--- config.mk ---
export PLATFORM = sky130hd
export DESIGN_NAME = counter_display_flat
export DESIGN_NICKNAME = d
export VERILOG_FILES = /design/src/rtl/counter_display_pkg.sv /design/src/rtl/counter_display_if.sv /design/src/rtl/counter_display_digit_cell.sv /design/src/rtl/counter_display.sv /design/src/flat_wrapper.sv
export SDC_FILE = /design/constraint.sdc
export NUM_CORES = 1
export LEC_CHECK = 0
export ABC_AREA = 1
export CAP_MARGIN = 20
export CORE_MARGIN = 3
export CORE_UTILIZATION = 40
export DETAILED_ROUTE_END_ITERATION = 8
export PLACE_DENSITY = 0.73
export SLEW_MARGIN = 20
export SYNTH_ARGS = -nofsm -noshare
export SYNTH_HDL_FRONTEND = slang
export SYNTH_SLANG_ARGS = --single-unit
--- constraint.sdc ---
create_clock -name clk -period 2 [get_ports clk]
set_input_delay 0.4 -clock clk [delete_from_list [all_inputs] [get_ports clk]]
set_output_delay 0.4 -clock clk [all_outputs]
set_load 0.01 [all_outputs]
--- src/rtl/counter_display_pkg.sv ---
// counter_display_pkg: seven-segment patterns, digit limits and load clamp
// shared by the counter_display top and its digit_cell instances.
package counter_display_pkg;

    // Segment patterns, bit 6 = a ... bit 0 = g, active-high.
    localparam logic [6:0] SEG_0     = 7'b1111110;
    localparam logic [6:0] SEG_1     = 7'b0110000;
    localparam logic [6:0] SEG_2     = 7'b1101101;
    localparam logic [6:0] SEG_3     = 7'b1111001;
    localparam logic [6:0] SEG_4     = 7'b0110011;
    localparam logic [6:0] SEG_5     = 7'b1011011;
    localparam logic [6:0] SEG_6     = 7'b1011111;
    localparam logic [6:0] SEG_7     = 7'b1110000;
    localparam logic [6:0] SEG_8     = 7'b1111111;
    localparam logic [6:0] SEG_9     = 7'b1111011;
    localparam logic [6:0] SEG_A     = 7'b1110111;
    localparam logic [6:0] SEG_B     = 7'b0011111;
    localparam logic [6:0] SEG_C     = 7'b1001110;
    localparam logic [6:0] SEG_D     = 7'b0111101;
    localparam logic [6:0] SEG_E     = 7'b1001111;
    localparam logic [6:0] SEG_F     = 7'b1000111;
    localparam logic [6:0] SEG_BLANK = 7'b0000000;

    // Largest value a single digit reaches before wrapping.
    function automatic logic [3:0] digit_max(input bit decimal);
        return decimal ? 4'd9 : 4'd15;
    endfunction

    // Load values above the digit range are pinned to the digit maximum.
    function automatic logic [3:0] clamp_digit(input logic [3:0] v, input bit decimal);
        return (decimal && (v > 4'd9)) ? 4'd9 : v;
    endfunction

    // Per-digit seven-segment decode (A..F shown as A, b, C, d, E, F).
    function automatic logic [6:0] sevenseg(input logic [3:0] d);
        case (d)
            4'h0: return SEG_0;
            4'h1: return SEG_1;
            4'h2: return SEG_2;
            4'h3: return SEG_3;
            4'h4: return SEG_4;
            4'h5: return SEG_5;
            4'h6: return SEG_6;
            4'h7: return SEG_7;
            4'h8: return SEG_8;
            4'h9: return SEG_9;
            4'hA: return SEG_A;
            4'hB: return SEG_B;
            4'hC: return SEG_C;
            4'hD: return SEG_D;
            4'hE: return SEG_E;
            default: return SEG_F;
        endcase
    endfunction

endpackage

--- src/rtl/counter_display_if.sv ---
// counter_display_if: control inputs and display outputs of counter_display.
interface counter_display_if #(
    parameter int N_DIGITS = 2
);
    logic                    en;
    logic                    up;
    logic                    load;
    logic [4*N_DIGITS-1:0]   load_val;
    logic [4*N_DIGITS-1:0]   count;
    logic [7*N_DIGITS-1:0]   seg;
    logic                    tc;

    modport master (output en, up, load, load_val, input count, seg, tc);
    modport slave  (input en, up, load, load_val, output count, seg, tc);
endinterface

--- src/rtl/counter_display_digit_cell.sv ---
// digit_cell: one 4-bit counter digit with load/clamp and a carry/borrow
// chain. carry_in means "this digit steps this cycle"; carry_out is raised
// when it steps from its limit, so the next digit steps too.
module digit_cell
    import counter_display_pkg::*;
#(
    parameter bit DECIMAL = 1'b1
) (
    input  logic       clk,
    input  logic       clr,
    input  logic       load,
    input  logic [3:0] load_val,
    input  logic       up,
    input  logic       carry_in,
    output logic       carry_out,
    output logic [3:0] value
);
    logic [3:0] max_v;
    logic       at_limit;

    assign max_v     = digit_max(DECIMAL);
    assign at_limit  = up ? (value == max_v) : (value == 4'd0);
    assign carry_out = carry_in & at_limit;

    // Digit register: load beats stepping; stepping wraps at the limit.
    always_ff @(posedge clk or negedge clr) begin
        // NOTE: non-blocking so every digit sees the pre-edge carry chain.
        if (!clr) begin
            value <= 4'd0;
        end else if (load) begin
            value <= clamp_digit(load_val, DECIMAL);
        end else if (carry_in) begin
            if (at_limit) value <= up ? 4'd0 : max_v;
            else          value <= up ? value + 4'd1 : value - 4'd1;
        end
    end
endmodule

--- src/rtl/counter_display.sv ---
// counter_display: N-digit BCD/hex up/down counter with tick prescaler,
// terminal-count pulse and direct seven-segment drive.
// Build option: COUNTER_DISPLAY_BLANK_EN enables leading-zero blanking.
module counter_display
    import counter_display_pkg::*;
#(
    parameter int N_DIGITS = 2,
    parameter bit DECIMAL  = 1'b1,
    parameter int PRESCALE = 1
) (
    input  logic              clk,
    input  logic              clr,
    counter_display_if.slave  bus
);
    localparam int PW = (PRESCALE > 1) ? $clog2(PRESCALE) : 1;

    logic [PW-1:0]         pre;
    logic                  tick;
    logic                  step;
    logic                  tc_q;
    logic [N_DIGITS:0]     carry;
    logic [3:0]            digit [N_DIGITS];
    logic [N_DIGITS-1:0]   blank;
    logic                  zero_above;
    logic [4*N_DIGITS-1:0] count_w;
    logic [7*N_DIGITS-1:0] seg_w;

    assign tick = (pre == PW'(PRESCALE - 1));

    // Free-running prescaler; load does not disturb it.
    always_ff @(posedge clk or negedge clr) begin
        if (!clr)      pre <= '0;
        else if (tick) pre <= '0;
        else           pre <= pre + PW'(1);
    end

    // A load consumes the tick, so only an unloaded enabled tick counts.
    assign step     = tick & bus.en & ~bus.load;
    assign carry[0] = step;

    for (genvar g = 0; g < N_DIGITS; g++) begin : g_digit
        digit_cell #(.DECIMAL(DECIMAL)) u_digit (
            .clk       (clk),
            .clr       (clr),
            .load      (bus.load),
            .load_val  (bus.load_val[4*g +: 4]),
            .up        (bus.up),
            .carry_in  (carry[g]),
            .carry_out (carry[g+1]),
            .value     (digit[g])
        );
    end

    // Terminal count: carry out of the top digit means the whole counter wrapped.
    always_ff @(posedge clk or negedge clr) begin
        if (!clr) tc_q <= 1'b0;
        else      tc_q <= carry[N_DIGITS];
    end

    // Pack digits, work out leading-zero blanking and decode segments.
    always_comb begin
        // NOTE: every output of this block gets a default first, so no latch.
        count_w    = '0;
        seg_w      = '0;
        blank      = '0;
        zero_above = 1'b1;
`ifdef COUNTER_DISPLAY_BLANK_EN
        for (int k = N_DIGITS - 1; k >= 0; k--) begin
            zero_above = zero_above & (digit[k] == 4'd0);
            blank[k]   = zero_above && (k != 0);
        end
`endif
        for (int k = 0; k < N_DIGITS; k++) begin
            count_w[4*k +: 4] = digit[k];
            seg_w[7*k +: 7]   = blank[k] ? SEG_BLANK : sevenseg(digit[k]);
        end
    end

    assign bus.count = count_w;
    assign bus.seg   = seg_w;
    assign bus.tc    = tc_q;
endmodule

--- src/flat_wrapper.sv ---
// flat-port wrapper written by rule: the top's interface ports become plain ports
module counter_display_flat import counter_display_pkg::*;
#(
    parameter int N_DIGITS = 2,
    parameter bit DECIMAL  = 1'b1,
    parameter int PRESCALE = 1
)
  (clk, clr, bus_en, bus_up, bus_load, bus_load_val, bus_count, bus_seg, bus_tc);
  counter_display_if #(.N_DIGITS(N_DIGITS)) bus_i ();
  input  logic clk;
  input  logic clr;
  input wire logic [$bits(bus_i.en)-1:0] bus_en;
  input wire logic [$bits(bus_i.up)-1:0] bus_up;
  input wire logic [$bits(bus_i.load)-1:0] bus_load;
  input wire logic [$bits(bus_i.load_val)-1:0] bus_load_val;
  output wire logic [$bits(bus_i.count)-1:0] bus_count;
  output wire logic [$bits(bus_i.seg)-1:0] bus_seg;
  output wire logic [$bits(bus_i.tc)-1:0] bus_tc;
  assign bus_i.en = bus_en;
  assign bus_i.up = bus_up;
  assign bus_i.load = bus_load;
  assign bus_i.load_val = bus_load_val;
  assign bus_count = bus_i.count;
  assign bus_seg = bus_i.seg;
  assign bus_tc = bus_i.tc;
  counter_display #(.N_DIGITS(N_DIGITS), .DECIMAL(DECIMAL), .PRESCALE(PRESCALE)) u_core (.clk(clk), .clr(clr), .bus(bus_i));
endmodule
==> run summary, run 1 <==
Synth Area in Simple Gates = 0.313
clock sink count = 9
largest net degree at the start of global routing = 12
die area = 3740 sq um
largest family of logic cells by synthesized area = simple AND/OR/NAND/NOR gates
FP Rows = 19
synth top area cells = dfrtp_1 (18%), ha_1 (18%), nand2_1 (15%), inv_1 (6.8%), nand3_1 (5.7%)
GRT Overall Usage = 0.179
dpl cell area = 1770 sq um
cells after synthesis = 184
post-synthesis xor/xnor area fraction = 0.00719
Mapped Nets = 217
Critical R2R Launch = u_core.g_digit[1].u_digit.value[0]
Port Buffers = 35
Placed Cells = 271
leak pwr = 0.929 nW
Switching Power = 0.000631 W
area of the multi-input gates = 876 sq um
area grow syn2layout = 44.5%
post-synthesis adder-cell area fraction = 0.218
routed via count = 1,343
number of top-level pins = 36
share of post-route cells with drive strength above 1 = 0.253
RSZ-0062 raised after global routing = true
syn avg cell area = 6.62 sq um
Max Root-Sink Buffers = 2
antenna-violating nets left = 0
status = finished, final reports clean
combinational fraction of design power = 0.707
Mapped Area = 1220 sq um
cts bufs inserted = 3
fill cell count = 274
FMAX = 515 MHz
FF/Latch Area = 225 sq um
Worst slew margin = 0.714
Critical Path Start Type = flip-flop
crit path DAT = 1540 ps
DRC violations left = 0
vias in the first global route = 1,244
CP Class = reg -> out
Hold-fix buffers, CTS = 0
clock skew = 1.26 ps
max-cap viol count = 0
Max Slew Vio Count = 0
Ys Warns = 0
routed len/inst = 11.0 microns
Flop pwr share = 0.192
crit-path max FO = 4
mux contribution to synthesized area = 0
initial antenna violation count = 0
Power Density = 793 nW/um^2
GRT overflow = 0
initial DRC count = 66
Worst Max-Slew Pin Slew = 427 ps
Seq/Total Area, Yosys = 0.185
flop2flop setup slack = 300 ps
design area = 1760 sq um
CORE AREA = 2830 sq um
Synth area leader = dfrtp_1
final-report setup violation count = 0
Synth cell types = 26
CTS tree = built
H-tree Lvls = 1
Int Pwr = 0.000765 W
Hold Crit Class = in -> async
post-route clock period utilization = 0.970
Peak VDD IR = 0.443 mV
flops & latches, synth = 9
GP Congestion = 0.849
Antenna Cells = 0
Clock Pin Slew Worst Setup and Hold Paths = 60 ps
required time of the critical path = 1600 ps
Die W = 61.2 microns
post-route insts no fill = 276
most frequent cells in the layout = nand2_1 (48), buf_4 (26), clkdlybuf4s50_1 (21)
CTS Root Cell = clkbuf_4
DP Wirelength = 2550 microns
crit end category = output port
Initial Utilization = 0.431
drt total wl = 3040 microns
switch share = 0.452
Fin. Hold Viols = 0
crit path launch = u_core.g_digit[1].u_digit.value[0]
Yosys top cell area share = 0.185
clock latency on the worst-skew pair = 260 ps
post-route minimum period = 1940 ps
chip height = 61.2 microns
final net count = 279
post-synthesis compound-gate area fraction = 0.172
total design power = 0.00140 W
global-route wire length before repair = 5180 microns
commonest non-fill, non-tap cell in the layout = nand2_1
TritonRoute pass-1 iters = 4
vias per inst = 4.87
clock network power share = 0.101
[registers in the layout (all words and copies together) (netlist names)]
register                      flops
u_core.bus.tc                     1
u_core.g_digit.u_digit.value      8
[repair_timing]
action | CTS | global route
pin swaps | 0 | 3
endpoints found under the setup margin | 14 | 14
resized for setup | 27 | 27
setup buffers | 1 | 0
endpoints found under the hold margin | 0 | 0
[per-stage QoR]
step	hold WS, ps	setup TNS [ps]	setup WS [ps]	utilization
final	442	0	59.7	0.622
after global routing	465	-121	-98.4	0.622
after CTS	451	-138	-82.1	0.630
after detailed placement	553	-175	-62.4	0.625
after global placement	539	-95.8	-40.0	0.625
after floorplan	104	0	285	-
[logic make-up after synthesis]
group                      count (synthesis)
DFF                                        9
and+or+nand+nor                           88
xor gates and xnor gates                   1
AOI/OAI and AO/OA                         36
buffers and inverters                     30
adders and majority gates                 20
[synthesized netlist by cell type, drive strengths merged]
cell type  number
nand2          52
inv            25
ha             18
nor2           18
nand3          16
a21oi          13
dfrtp           9
o21ai           9
buf             5
a22oi           4
a31oi           2
fa              2
o211ai          2
o22ai           2
o31ai           2
a211oi          1
a21boi          1
nand3b          1
nand4           1
xor2            1
[layer usage]
metal / part of all wire / global-route usage / wire, microns
met4: 0.011 / 0.0464 / 34
met2: 0.44 / 0.290 / 1330
met5: 0 / 0 / 0
met1: 0.52 / 0.256 / 1580
met3: 0.029 / 0.0126 / 89
[path summary, 6_finish.rpt]
check,cells after the start,endpoint
worst max-delay path,6,bus_seg[12]
worst min-delay path,1,u_core.g_digit[1].u_digit.value[1]
worst max register to register,8,u_core.g_digit[1].u_digit.value[2]
worst min register to register,2,u_core.g_digit[1].u_digit.value[2]
max in group asynchronous,1,u_core.g_digit[0].u_digit.value[0]
min in group clk,2,u_core.g_digit[1].u_digit.value[2]
[layout make-up]
| cell class | instances | share of cell area |
|---|---|---|
| Multi-Input combinational cell | 145 | 0.498 |
| Sequential cell | 9 | 0.128 |
| Timing Repair Buffer | 62 | 0.284 |
| Tap cell | 31 | 0.0220 |
| Clock buffer | 4 | 0.0149 |
| Inverter | 25 | 0.0533 |
[power groups by stage]
stage          Clock (W)  Combinational (W)  Sequential [W]
2_1_floorplan          0           0.000526        0.000283
3_3_place_gp           0            0.00105        0.000268
3_5_place_dp           0            0.00106        0.000269
4_1_cts         0.000146            0.00100        0.000267
5_1_grt         0.000157            0.00112        0.000276
6_report        0.000141           0.000986        0.000268
[critical path: stages (launching register included)]
cell     delay, ps
dfrtp_1        420
buf_4          150
ha_1           190
inv_2           70
nor2_1          50
o31ai_1        220
buf_2          170
No activity file was read; power rests on OpenSTA's default activity.
==> run 2: changes to the inputs <==
GPL_TIMING_DRIVEN = 1   (was unset)
==> results of run 2 <==
Final layout, timing and power as in run 1 (identical DEF).
